[src/rtl/pi_link_defs.sv]
// Shared definitions for the Raspberry Pi <-> FPGA GPIO serial link.
// Used by the receiver now and by the transmitter later.
package pi_link_defs;

  localparam int DEF_CLK_HZ = 50_000_000;
  localparam int DEF_BAUD   = 115_200;
  localparam int DATA_W     = 8;

  localparam logic [2:0] IDLE      = 3'd0;
  localparam logic [2:0] START     = 3'd1;
  localparam logic [2:0] DATA      = 3'd2;
  localparam logic [2:0] STOP      = 3'd3;
  localparam logic [2:0] WAIT_IDLE = 3'd4;

  typedef enum logic [2:0] {
    ST_IDLE      = IDLE,
    ST_START     = START,
    ST_DATA      = DATA,
    ST_STOP      = STOP,
    ST_WAIT_IDLE = WAIT_IDLE
  } rx_state_t;

endpackage

[src/rtl/pi_uart_rx_sync2.sv]
// Two-flop synchronizer for a single asynchronous input bit.
// RST_VAL lets each GPIO input reset to its own idle level.
module sync2 #(
  parameter logic RST_VAL = 1'b0
) (
  input  logic clk,
  input  logic rst,
  input  logic d,
  output logic q
);

  logic [1:0] stage_reg;

  always_ff @(posedge clk or posedge rst) begin
    if (rst) begin
      stage_reg <= {2{RST_VAL}};
    end else begin
      stage_reg <= {stage_reg[0], d};
    end
  end

  assign q = stage_reg[1];

endmodule

[src/rtl/pi_uart_rx.sv]
// 8N1 UART receiver for the Pi -> FPGA GPIO link, oversampled on the board clock.
// Each good byte is held on data with a one-cycle valid strobe.
module pi_uart_rx
  import pi_link_defs::*;
#(
  parameter int CLK_HZ       = DEF_CLK_HZ,
  parameter int BAUD         = DEF_BAUD,
  parameter int CLKS_PER_BIT = CLK_HZ / BAUD
) (
  input  logic              clk,
  input  logic              rst,
  input  logic              rx,
  output logic [DATA_W-1:0] data,
  output logic              valid,
  output logic              frame_err,
  output logic              busy
);

  localparam int CNT_W = (CLKS_PER_BIT > 1) ? $clog2(CLKS_PER_BIT) : 1;
  localparam logic [CNT_W-1:0] FULL_TERM = CNT_W'(CLKS_PER_BIT - 1);
  localparam logic [CNT_W-1:0] HALF_TERM = CNT_W'(CLKS_PER_BIT / 2 - 1);

  logic              rxs;
  rx_state_t         state_reg;
  logic [CNT_W-1:0]  baud_cnt_reg;
  logic [2:0]        bit_idx_reg;
  logic [DATA_W-1:0] shift_reg;
  logic [DATA_W-1:0] data_reg;
  logic              valid_reg;
  logic              frame_err_reg;
  logic              busy_reg;
  logic [CNT_W-1:0]  term;
  logic              tick;

  sync2 #(
    .RST_VAL(1'b1)
  ) u_rx_sync (
    .clk(clk),
    .rst(rst),
    .d  (rx),
    .q  (rxs)
  );

  // The start bit is checked at its middle, so every later sample lands mid-bit.
  always_comb begin
    term = FULL_TERM;
    if (state_reg == ST_START) begin
      term = HALF_TERM;
    end
  end

  assign tick = (baud_cnt_reg == term);

  always_ff @(posedge clk or posedge rst) begin
    if (rst) begin
      state_reg     <= ST_IDLE;
      baud_cnt_reg  <= '0;
      bit_idx_reg   <= 3'd0;
      shift_reg     <= '0;
      data_reg      <= '0;
      valid_reg     <= 1'b0;
      frame_err_reg <= 1'b0;
      busy_reg      <= 1'b0;
    end else begin
      valid_reg     <= 1'b0;
      frame_err_reg <= 1'b0;
      case (state_reg)
        ST_IDLE: begin
          baud_cnt_reg <= '0;
          if (!rxs) begin
            state_reg <= ST_START;
            busy_reg  <= 1'b1;
          end
        end
        ST_START: begin
          if (tick) begin
            baud_cnt_reg <= '0;
            if (!rxs) begin
              state_reg   <= ST_DATA;
              bit_idx_reg <= 3'd0;
            end else begin
              state_reg <= ST_IDLE;
              busy_reg  <= 1'b0;
            end
          end else begin
            baud_cnt_reg <= baud_cnt_reg + 1'b1;
          end
        end
        ST_DATA: begin
          if (tick) begin
            baud_cnt_reg <= '0;
            shift_reg    <= {rxs, shift_reg[DATA_W-1:1]};
            bit_idx_reg  <= bit_idx_reg + 3'd1;
            if (bit_idx_reg == 3'd7) begin
              state_reg <= ST_STOP;
            end
          end else begin
            baud_cnt_reg <= baud_cnt_reg + 1'b1;
          end
        end
        ST_STOP: begin
          if (tick) begin
            baud_cnt_reg <= '0;
            if (rxs) begin
              data_reg  <= shift_reg;
              valid_reg <= 1'b1;
              state_reg <= ST_IDLE;
              busy_reg  <= 1'b0;
            end else begin
              frame_err_reg <= 1'b1;
              state_reg     <= ST_WAIT_IDLE;
            end
          end else begin
            baud_cnt_reg <= baud_cnt_reg + 1'b1;
          end
        end
        // A held-low line (break) parks here instead of starting a new frame.
        ST_WAIT_IDLE: begin
          baud_cnt_reg <= '0;
          if (rxs) begin
            state_reg <= ST_IDLE;
            busy_reg  <= 1'b0;
          end
        end
        default: begin
          state_reg    <= ST_IDLE;
          baud_cnt_reg <= '0;
          busy_reg     <= 1'b0;
        end
      endcase
    end
  end

  assign data      = data_reg;
  assign valid     = valid_reg;
  assign frame_err = frame_err_reg;
  assign busy      = busy_reg;

endmodule

[config.mk]
export PLATFORM = sky130hd
export DESIGN_NAME = pi_uart_rx
export DESIGN_NICKNAME = d
export VERILOG_FILES = /design/src/rtl/pi_link_defs.sv /design/src/rtl/pi_uart_rx_sync2.sv /design/src/rtl/pi_uart_rx.sv
export SDC_FILE = /design/constraint.sdc
export NUM_CORES = 1
export LEC_CHECK = 0
export ABC_AREA = 1
export BUFFER_PORTS_ARGS = -buffer_cell sky130_fd_sc_hd__buf_2
export CAP_MARGIN = 20
export CORE_UTILIZATION = 40
export DETAILED_ROUTE_END_ITERATION = 8
export HOLD_SLACK_MARGIN = 0.02
export PLACE_DENSITY = 0.65
export SLEW_MARGIN = 5
export SYNTH_ARGS = -nofsm -noshare
export SYNTH_HDL_FRONTEND = slang
export SYNTH_SLANG_ARGS = --single-unit
[constraint.sdc]
create_clock -name clk -period 1.5 [get_ports clk]
set_input_delay 0 -clock clk [delete_from_list [all_inputs] [get_ports clk]]
set_output_delay 0 -clock clk [all_outputs]
set_load 0.005 [all_outputs]
==> out/metrics.csv, run 1 <==
stage;metric;value;unit
power;peak supply drop;0.4976;mV
place;worst slack, placed;-0.02476;ns
yosys;cell taking the most area after synthesis;dfrtp_1;
die;Core Region;0.003799;mm²
worst_setup_path;CP endpoint kind;register;
yosys;Synth Cell Area;0.001635;mm²
clock_network;CTS tree;yes;
final_layout;max reg flops;9;
status;outcome;finished, final reports clean;
place;Detailed Place HPWL;1.975;mm
sta;endpoints failing setup;0;
worst_setup_path;CP peak stage delay;0.43;ns
yosys;area share of fa/ha/maj cells after synthesis;2.295;%
sta;period utilization;96.30;%
power;power per standard cell area;883.1;mW/mm²
yosys;Yosys Warn Count;0;
grt;number of global-route vias before repair;1135;
worst_setup_path;data required time of the worst path;1.66;ns
place;port buffer count;13;
yosys;post-synthesis sequential area ratio;55.24;%
grt;largest net degree at the start of global routing;37;
clock_network;H-tree depth;2;
final_layout;filler cell count;342;
place;final RePlAce weighted congestion;0.8294;
yosys;post-synthesis mux area share;0;%
worst_setup_path;type of origin of the critical path;register;
final_layout;Final #Nets;224;
final_layout;Final Cell Area;0.002092;mm²
routing;Post-DRT Antenna Nets;0;
yosys;area share of the leading cell type in the synthesized netlist;52.03;%
die;die width;65.94;µm
clock_network;CTS Buf Count;5;
sta;Worst Tran Pin Value;0.4669;ns
die;die area;0.004348;mm²
worst_setup_path;Worst Path Arrival;1.61;ns
clock_network;Sink Count;36;
power;Leakage;1.033;nW
die;row cnt;22;
grt;GRT overflow;0;
yosys;Post-Synthesis Cells;179;
die;Die Ht;65.94;µm
worst_setup_path;crit path kind;reg2reg;
flow_run;max-cap violation count;0;
yosys;Simple-Gate Fraction of Synth Area;25.40;%
yosys;Area contributors post-synth;dfrtp_1, nand2_1, inv_1, o21ai_1, dfstp_2;
yosys;ys async rst share;100.0;%
routing;Routed WL;3.033;mm
place;Area after DPL;0.001858;mm²
worst_setup_path;CP cell instances;buf_4 > nand2_1 > inv_2 > o21ai_2 > nor3_1;
sta;setup ws final;0.05557;ns
grt;GR Util All Layers;15.73;%
routing;routed len/inst;11.36;µm
worst_setup_path;critical path's slowest cell;dfrtp_1;
die;# IOs;14;
hold_path;Hold Path Class;in2async;
routing;DRC Markers;0;
sta;Worst Clk Skew;0.004094;ns
clock_network;CTS max path bufs;2;
sta;Setup TNS;0;ns
sta;Fmax achieved;692.3;MHz
final_layout;share of layout cells above drive strength 1;33.33;%
yosys;XOR/XNOR Fraction of Synth Area;1.607;%
clock_network;Reg clk slew, reported paths;0.07;ns
sta;Final Hold Viols;0;
sta;Slew headroom;68.87;%
yosys;main combinational cell family by area after synthesis;simple AND/OR/NAND/NOR gates;
yosys;Post-Syn Nets;185;
sta;RSZ-0062 raised after global routing;true;
routing;via count;1246;
yosys;most numerous cell in the Yosys netlist;nand2_1;
worst_setup_path;Critical Path Fanout Max;9;
yosys;post-synthesis compound-gate area fraction;8.187;%
sta;minimum clock period;1.444;ns
routing;Pre-antenna DRT Iters;4;
yosys;mean area per synthesized cell;9.136;µm²
sta;final-report max-slew violation count;0;
yosys;Cell variety after synth;28;
sta;hold slack;0.3440;ns
grt;antenna violations before repair;0;
grt;global-route wire length before repair;5.016;mm
yosys;Post-synth EDFFs;0;
final_layout;Area Overhead vs Synth;27.93;%
yosys;main flop type after synthesis;dfrtp_1;
yosys;synthesis-stage register bit count;36;
power;Overall Power;1.847;mW
routing;DR vias/cell;4.667;
die;Initial Util;43.05;%
final_layout;antenna diode count;0;
clock_network;root buf cell;clkbuf_8;
routing;1st-iter DRT viols;57;
yosys;top cells by count, synth;nand2_1, dfrtp_1, inv_1, nor2_1, o21ai_1;
clock_network;clock latency on the worst-skew pair;0.29;ns
==> repair_timing <==
item                       4_1_cts  5_1_grt
setup endpoints to repair        3       27
setup buffers                    0        1
hold endpoints to repair        35        0
cloned                           0        2
pin swaps                        0        3
hold buffers                     2        0
resized for setup                1       21
==> logic make-up (layout without fill, tap and decap cells) <==
kind of cell	count (synthesis)	after routing
buffers and inverters	27	65
XOR/XNOR	3	3
AO/OA/AOI/OAI	23	23
AND/OR/NAND/NOR	87	89
flip-flops	36	36
adder cells (fa/ha/maj)	3	3
==> through the flow <==
stage	utilization [%]	cells
after floorplan	-	179
after global placement	48.91	254
after detailed placement	48.91	254
after CTS	52.37	264
after global routing	55.07	267
final	55.07	267
==> per-layer routing <==
layer  GRT usage [%]  wire [µm]  vias to the layer above
li1                -          -                      656
met1           20.27       1524                      566
met2           23.85       1362                       17
met3           6.207         99                        7
met4           5.585         47                        0
met5               0          0                        -
==> critical path, delay by kind of cell (launching register included) <==
kind / cells / cell delay (ns)
flip-flops: 1 / 0.43
AO/OA/AOI/OAI: 1 / 0.42
buffers and inverters: 2 / 0.27
AND/OR/NAND/NOR: 2 / 0.18
==> final timing paths <==
check | start | endpoint | slack (ns) | depth (start not counted)
worst min register to register | u_rx_sync.stage_reg[0] | u_rx_sync.stage_reg[1] | 0.36 | 0
worst min-delay path | rst | data[4] | 0.34 | 4
max in group asynchronous | rst | u_rx_sync.stage_reg[1] | 0.81 | 4
worst max-delay path | state_reg[1] | baud_cnt_reg[6] | 0.06 | 5
min in group clk | rx | u_rx_sync.stage_reg[0] | 0.35 | 2
worst max register to register | state_reg[1] | baud_cnt_reg[6] | 0.06 | 5
==> cell type report <==
class / count / area [µm²] / area share (%)
flip-flops and latches: 36 / 904.6 / 43.24
multi-input cells: 118 / 700.7 / 33.49
repair buffers: 32 / 212.7 / 10.17
inverters: 25 / 106.4 / 5.084
clock buffers: 6 / 72.57 / 3.469
well taps: 48 / 60.06 / 2.871
clock inverters: 2 / 35.03 / 1.675
==> placed cells by master, fill, tap and decap left out, types with 2 or more instances in the layout <==
cell	n
nand4_1	3
nand2_1	37
inv_1	20
xor2_1	2
buf_2	13
nand3_1	8
inv_2	4
o21ai_1	12
o21ai_2	5
nand2_2	12
nor3_1	4
dlygate4sd3_1	2
o21ai_0	2
dfrtp_1	33
nor2_1	13
nand2_4	2
clkbuf_8	5
dfstp_2	2
nor3b_2	2
buf_4	17
ha_1	3
nand2_8	2
==> report_power, final <==
part           internal, mW  switching [mW]
registers             0.975         0.00163
clock network         0.493           0.344
logic               0.00976          0.0236
total                  1.48           0.369
No activity file was read; power rests on OpenSTA's default activity.
==> run 2: changes to the inputs <==
PLACE_DENSITY = 0.63   (was 0.65)
clock period = 1.85 ns   (was 1.5 ns; I/O delays follow)
==> out/metrics.csv, run 2 (same netlist as run 1, synthesis figures left out) <==
stage;metric;value;unit;change
grt;GR Util met1;18.56;%;was 20.27%
worst_setup_path;data required time of the worst path;2.03;ns;was 1.66 ns
routing;DRC Markers;0;;unchanged
die;Initial Util;43.05;%;unchanged
routing;Pre-antenna DRT Iters;4;;unchanged
power;power per standard cell area;791.0;mW/mm²;was 883.1 mW/mm²
clock_network;clock latency on the worst-skew pair;0.28;ns;was 0.29 ns
place;Detailed Place HPWL;2.017;mm;was 1.975 mm
hold_path;Hold Path Class;in2async;;unchanged
clock_network;root buf cell;clkbuf_8;;unchanged
worst_setup_path;Worst Path Arrival;1.76;ns;was 1.61 ns
final_layout;most frequent cells in the layout;nand2_1, dfrtp_1, inv_1, nor2_1;;was nand2_1, dfrtp_1, inv_1, buf_4
routing;Post-DRT Antenna Nets;0;;unchanged
place;port buffer count;13;;unchanged
routing;via count;1222;;was 1246
routing;1st-iter DRT viols;99;;was 57
routing;Routed WL;2.800;mm;was 3.033 mm
clock_network;H-tree depth;2;;unchanged
final_layout;share of layout cells above drive strength 1;19.40;%;was 33.33%
worst_setup_path;crit path kind;reg2reg;;unchanged
grt;M3 GR Usage;4.138;%;was 6.207%
clock_network;Setup Fix Bufs, Post-CTS;0;;unchanged
sta;Worst Tran Pin Value;0.4382;ns;was 0.4669 ns
sta;setup ws final;0.2637;ns;was 0.05557 ns
sta;period utilization;85.74;%;was 96.30%
final_layout;most common cell after layout, fill and taps aside;nand2_1;;unchanged
grt;antenna violations before repair;0;;unchanged
worst_setup_path;CP endpoint kind;register;;unchanged
sta;minimum clock period;1.586;ns;was 1.444 ns
clock_network;CTS Buf Count;5;;unchanged
routing;DR vias/cell;4.908;;was 4.667
grt;GR Util All Layers;15.30;%;was 15.73%
grt;gr busiest metal;met2;;unchanged
flow_run;max-cap violation count;0;;unchanged
final_layout;filler cell count;365;;was 342
sta;Setup TNS;0;ns;unchanged
status;outcome;finished, final reports clean;;unchanged
die;die width;65.94;µm;unchanged
grt;global-route wire length before repair;5.043;mm;was 5.016 mm
grt;met2 Usage GRT;25.26;%;was 23.85%
worst_setup_path;type of origin of the critical path;register;;unchanged
routing;routed len/inst;11.24;µm;was 11.36 µm
clock_network;Sink Count;36;;unchanged
grt;largest net degree at the start of global routing;37;;unchanged
worst_setup_path;Critical Path Fanout Max;5;;was 9
power;Leakage;0.9458;nW;was 1.033 nW
grt;number of global-route vias before repair;1195;;was 1135
sta;final-report max-slew violation count;0;;unchanged
final_layout;antenna diode count;0;;unchanged
place;final RePlAce weighted congestion;0.9776;;was 0.8294
final_layout;max reg flops;9;;unchanged
final_layout;Final #Nets;206;;was 224
die;Core Region;0.003799;mm²;unchanged
clock_network;Reg clk slew, reported paths;0.07;ns;about the same
sta;Slew headroom;70.79;%;was 68.87%
sta;Worst Clk Skew;0.002936;ns;was 0.004094 ns
sta;Final Hold Viols;0;;unchanged
place;worst slack, placed;0.2910;ns;was -0.02476 ns
die;# IOs;14;;unchanged
sta;RSZ-0062 raised after global routing;false;;was true
final_layout;Area Overhead vs Synth;14.54;%;was 27.93%
die;Die Ht;65.94;µm;unchanged
clock_network;CTS tree;yes;;unchanged
sta;Fmax achieved;630.4;MHz;was 692.3 MHz
sta;endpoints failing setup;0;;unchanged
power;peak supply drop;0.4992;mV;was 0.4976 mV
die;row cnt;22;;unchanged
die;die area;0.004348;mm²;unchanged
clock_network;CTS max path bufs;2;;unchanged
grt;GRT overflow;0;;unchanged
## run 2: per-layer routing
metal  vias to the layer above  part of all wire, %  wire length, µm
met4                         0                  2.2               61
met3                        11                  4.8              133
met2                        33                   47             1313
met1                       567                   46             1292
li1                        611                    -                -
met5                         -                    0                0
## run 2: worst paths after layout
kind / from / endpoint / slack [ns] / cells past startpoint
max in group asynchronous: rst / u_rx_sync.stage_reg[0] / 1.15 / 4
worst min register to register: u_rx_sync.stage_reg[0] / u_rx_sync.stage_reg[1] / 0.36 / 0
worst max-delay path: state_reg[2] / busy / 0.26 / 10
worst min-delay path: rst / shift_reg[1] / 0.36 / 4
min in group clk: u_rx_sync.stage_reg[0] / u_rx_sync.stage_reg[1] / 0.36 / 0
worst max register to register: state_reg[2] / busy / 0.26 / 10
## run 2: stage by stage
| stage | cell area [µm²] | hold WS [ns] | std cells | power, mW | util, % |
|---|---|---|---|---|---|
| after floorplan | 1635 | 0.004478 | 179 | 0.8212 | - |
| after global placement | 1745 | 0.1048 | 239 | 0.8296 | 45.95 |
| after detailed placement | 1745 | 0.1088 | 239 | 0.8305 | 45.95 |
| after CTS | 1873 | 0.3507 | 249 | 1.503 | 49.31 |
| after global routing | 1873 | 0.3646 | 249 | 1.534 | 49.31 |
| final | 1873 | 0.3595 | 249 | 1.482 | 49.31 |
## run 2: cell type report
cell class	instances	area [µm²]	area share (%)
clock buffer	6	72.57	3.874
clock inverter	2	35.03	1.870
inverter	25	96.34	5.144
multi-input combinational	116	613.1	32.73
sequential	36	903.4	48.23
tap	48	60.06	3.206
timing repair buffer	16	92.59	4.943
## run 2: repair_timing
action | CTS | global route
hold endpoints to repair | 35 | 0
hold buffers | 2 | 0
gates resized for setup | 0 | 0
## run 2: where the power goes
part | switching (mW) | internal [mW] | total (mW)
logic | 0.0187 | 0.00664 | 0.0254
clock network | 0.264 | 0.400 | 0.664
registers | 0.00136 | 0.791 | 0.792
total | 0.284 | 1.20 | 1.48
## run 2: critical path, stage by stage, from the launching register on
cell	delay (ns)
dfrtp_1	0.44
inv_2	0.10
nand2_2	0.07
nor2_1	0.09
nand2_1	0.07
nand2_2	0.08
nand3_4	0.10
a21oi_1	0.32
nand2_1	0.09
nand2_1	0.07
nand2_1	0.04
==> run 3: changes to the inputs <==
BUFFER_PORTS_ARGS = not set   (was -buffer_cell sky130_fd_sc_hd__buf_2)
DONT_BUFFER_PORTS = 1   (was not set)
PLACE_DENSITY = 0.6   (was 0.63)
==> out/metrics.csv, run 3 (same netlist as run 1, synthesis figures left out) <==
stage;metric;value;unit;change
power;switching part of the total;19.99;%;was 19.20%
power;Clock Power Share;45.4;%;was 44.8%
clock_network;Sink Count;36;;unchanged
routing;Pre-antenna DRT Iters;5;;was 4
final_layout;Util after Layout;47.69;%;was 49.31%
routing;DR vias/cell;4.996;;was 4.908
worst_setup_path;worst reg2reg startpoint;state_reg[2];;unchanged
power;sequential fraction of design power;53.1;%;was 53.5%
power;Overall Power;1.493;mW;was 1.482 mW
routing;DRC Markers;0;;unchanged
sta;minimum clock period;1.587;ns;was 1.586 ns
grt;largest net degree at the start of global routing;37;;unchanged
worst_setup_path;Worst Path Arrival;1.77;ns;was 1.76 ns
routing;1st-iter DRT viols;55;;was 99
power;power per standard cell area;823.9;mW/mm²;was 791.0 mW/mm²
worst_setup_path;data required time of the worst path;2.03;ns;about the same
die;die area;0.004348;mm²;unchanged
worst_setup_path;Largest delay share family, worst path;simple AND/OR/NAND/NOR gates;;unchanged
sta;RSZ-0062 raised after global routing;false;;unchanged
routing;routed len/inst;11.71;µm;was 11.24 µm
final_layout;most frequent cells in the layout;nand2_1, dfrtp_1, inv_1, nor2_1, o21ai_1;;was nand2_1, dfrtp_1, inv_1, nor2_1
grt;number of global-route vias before repair;1142;;was 1195
routing;Post-DRT Antenna Nets;0;;unchanged
power;Leakage;0.8786;nW;was 0.9458 nW
power;Int Pwr;1.194;mW;was 1.197 mW
place;Detailed Place HPWL;1.973;mm;was 2.017 mm
place;final RePlAce weighted congestion;0.8360;;was 0.9776
clock_network;Reg clk slew, reported paths;0.07;ns;about the same
die;# IOs;14;;unchanged
worst_setup_path;Buf/Inv on CP;1;;unchanged
clock_network;CTS max path bufs;2;;unchanged
sta;hold slack;0.2540;ns;was 0.3595 ns
grt;antenna violations before repair;0;;unchanged
worst_setup_path;CP peak stage delay;0.44;ns;about the same
worst_setup_path;number of cells on the worst reg-to-reg path;10;;unchanged
die;die width;65.94;µm;unchanged
grt;GRT overflow;0;;unchanged
status;outcome;finished, final reports clean;;unchanged
place;worst slack, placed;0.2612;ns;was 0.2910 ns
routing;Routed WL;2.764;mm;was 2.800 mm
worst_setup_path;RR Endpoint;state_reg[1];;was busy
final_layout;antenna diode count;0;;unchanged
sta;Worst Clk Skew;0.006013;ns;was 0.002936 ns
place;Area after DPL;0.001680;mm²;was 0.001745 mm²
flow_run;max-cap violation count;0;;unchanged
sta;period utilization;85.78;%;was 85.74%
worst_setup_path;type of origin of the critical path;register;;unchanged
worst_setup_path;reg2reg setup slack;0.26;ns;about the same
worst_setup_path;CP dominant cell by count;nand2_1;;unchanged
sta;Fmax achieved;630.1;MHz;was 630.4 MHz
clock_network;H-tree depth;2;;unchanged
final_layout;Final Cell Area;0.001812;mm²;was 0.001873 mm²
sta;endpoints failing setup;0;;unchanged
grt;GR Util All Layers;15.83;%;was 15.30%
place;placed cells;226;;was 239
sta;final-report max-slew violation count;0;;unchanged
sta;Slew headroom;70.01;%;was 70.79%
worst_setup_path;CP endpoint kind;register;;unchanged
clock_network;CTS tree;yes;;unchanged
clock_network;root buf cell;clkbuf_8;;unchanged
final_layout;Finished Layout Cells;236;;was 249
worst_setup_path;critical path's slowest cell;dfrtp_1;;unchanged
final_layout;share of layout cells above drive strength 1;14.36;%;was 19.40%
power;peak supply drop;0.5160;mV;was 0.4992 mV
clock_network;CTS Buf Count;5;;unchanged
die;Initial Util;43.05;%;unchanged
worst_setup_path;Critical Path Fanout Max;5;;unchanged
final_layout;max reg flops;9;;unchanged
power;Logic pwr share;1.6;%;was 1.7%
die;Die Ht;65.94;µm;unchanged
place;port buffer count;0;;was 13
sta;Final Hold Viols;0;;unchanged
worst_setup_path;CP cell instances;inv_2 > nand2_2 > nor2_1 > nand2_1 > nand2_2 > nand3_4 > a21oi_1 > nand2_1 > nand2_1 > nand2_1;;unchanged
grt;global-route wire length before repair;5.002;mm;was 5.043 mm
die;row cnt;22;;unchanged
final_layout;Area Overhead vs Synth;10.79;%;was 14.54%
clock_network;clock latency on the worst-skew pair;0.29;ns;was 0.28 ns
sta;Setup TNS;0;ns;unchanged
final_layout;Final #Nets;193;;was 206
final_layout;most common cell after layout, fill and taps aside;nand2_1;;unchanged
die;Core Region;0.003799;mm²;unchanged
worst_setup_path;crit path kind;reg2reg;;unchanged
power;switching pwr;0.2984;mW;was 0.2845 mW
sta;Worst Tran Pin Value;0.4498;ns;was 0.4382 ns
sta;setup ws final;0.2631;ns;was 0.2637 ns
routing;via count;1179;;was 1222
hold_path;Hold Path Class;in2async;;unchanged
run 3: changes by cell type in the layout (fill, tap and decap cells not counted):
cell	change
clkinvlp_4	+1
clkbuf_1	-1
buf_2	-13
run 3: worst max-delay path by stage:
stage | start | end | slack, ns | cells after the start
final | state_reg[2] | state_reg[1] | 0.26 | 10
after global routing | baud_cnt_reg[5] | busy | 0.007 | 10
after CTS | state_reg[2] | state_reg[1] | 0.25 | 10
after detailed placement | state_reg[2] | state_reg[1] | 0.26 | 10
after global placement | state_reg[2] | busy | 0.34 | 10
after floorplan | state_reg[2] | state_reg[1] | 0.44 | 10
run 3: cell type report:
type	count	area, µm²
fillers	388	1987
flip-flops and latches	36	903.4
multi-input cells	116	613.1
inverters	25	96.34
clock buffers	5	68.82
well taps	48	60.06
clock inverters	3	42.54
repair buffers	3	27.53
run 3: timing repair:
item | in CTS | in global routing
endpoints found under the hold margin | 35 | 0
buffers inserted | 0 | 0
hold buffers | 2 | 0
resized for setup | 0 | 0
run 3: layer usage:
metal	vias up	routed length, µm	GRT usage (%)	part of all wire [%]
li1	589	-	-	-
met1	563	1256	18.15	45
met3	5	97	4.310	3.5
met4	0	66	10.37	2.4
met5	-	0	0	0
met2	22	1345	25.77	49
run 3: worst min-delay path, delay by kind of cell:
family	cells	cell delay, ns
buffers and inverters	3	0.97
run 3: power groups by stage:
stage	Combinational [mW]	Clock, mW	Sequential [mW]
6_report	0.0236	0.677	0.792
5_1_grt	0.0278	0.732	0.791
4_1_cts	0.0254	0.702	0.792
3_5_place_dp	0.0219	0	0.807
3_3_place_gp	0.0211	0	0.807
2_1_floorplan	0.0146	0	0.807
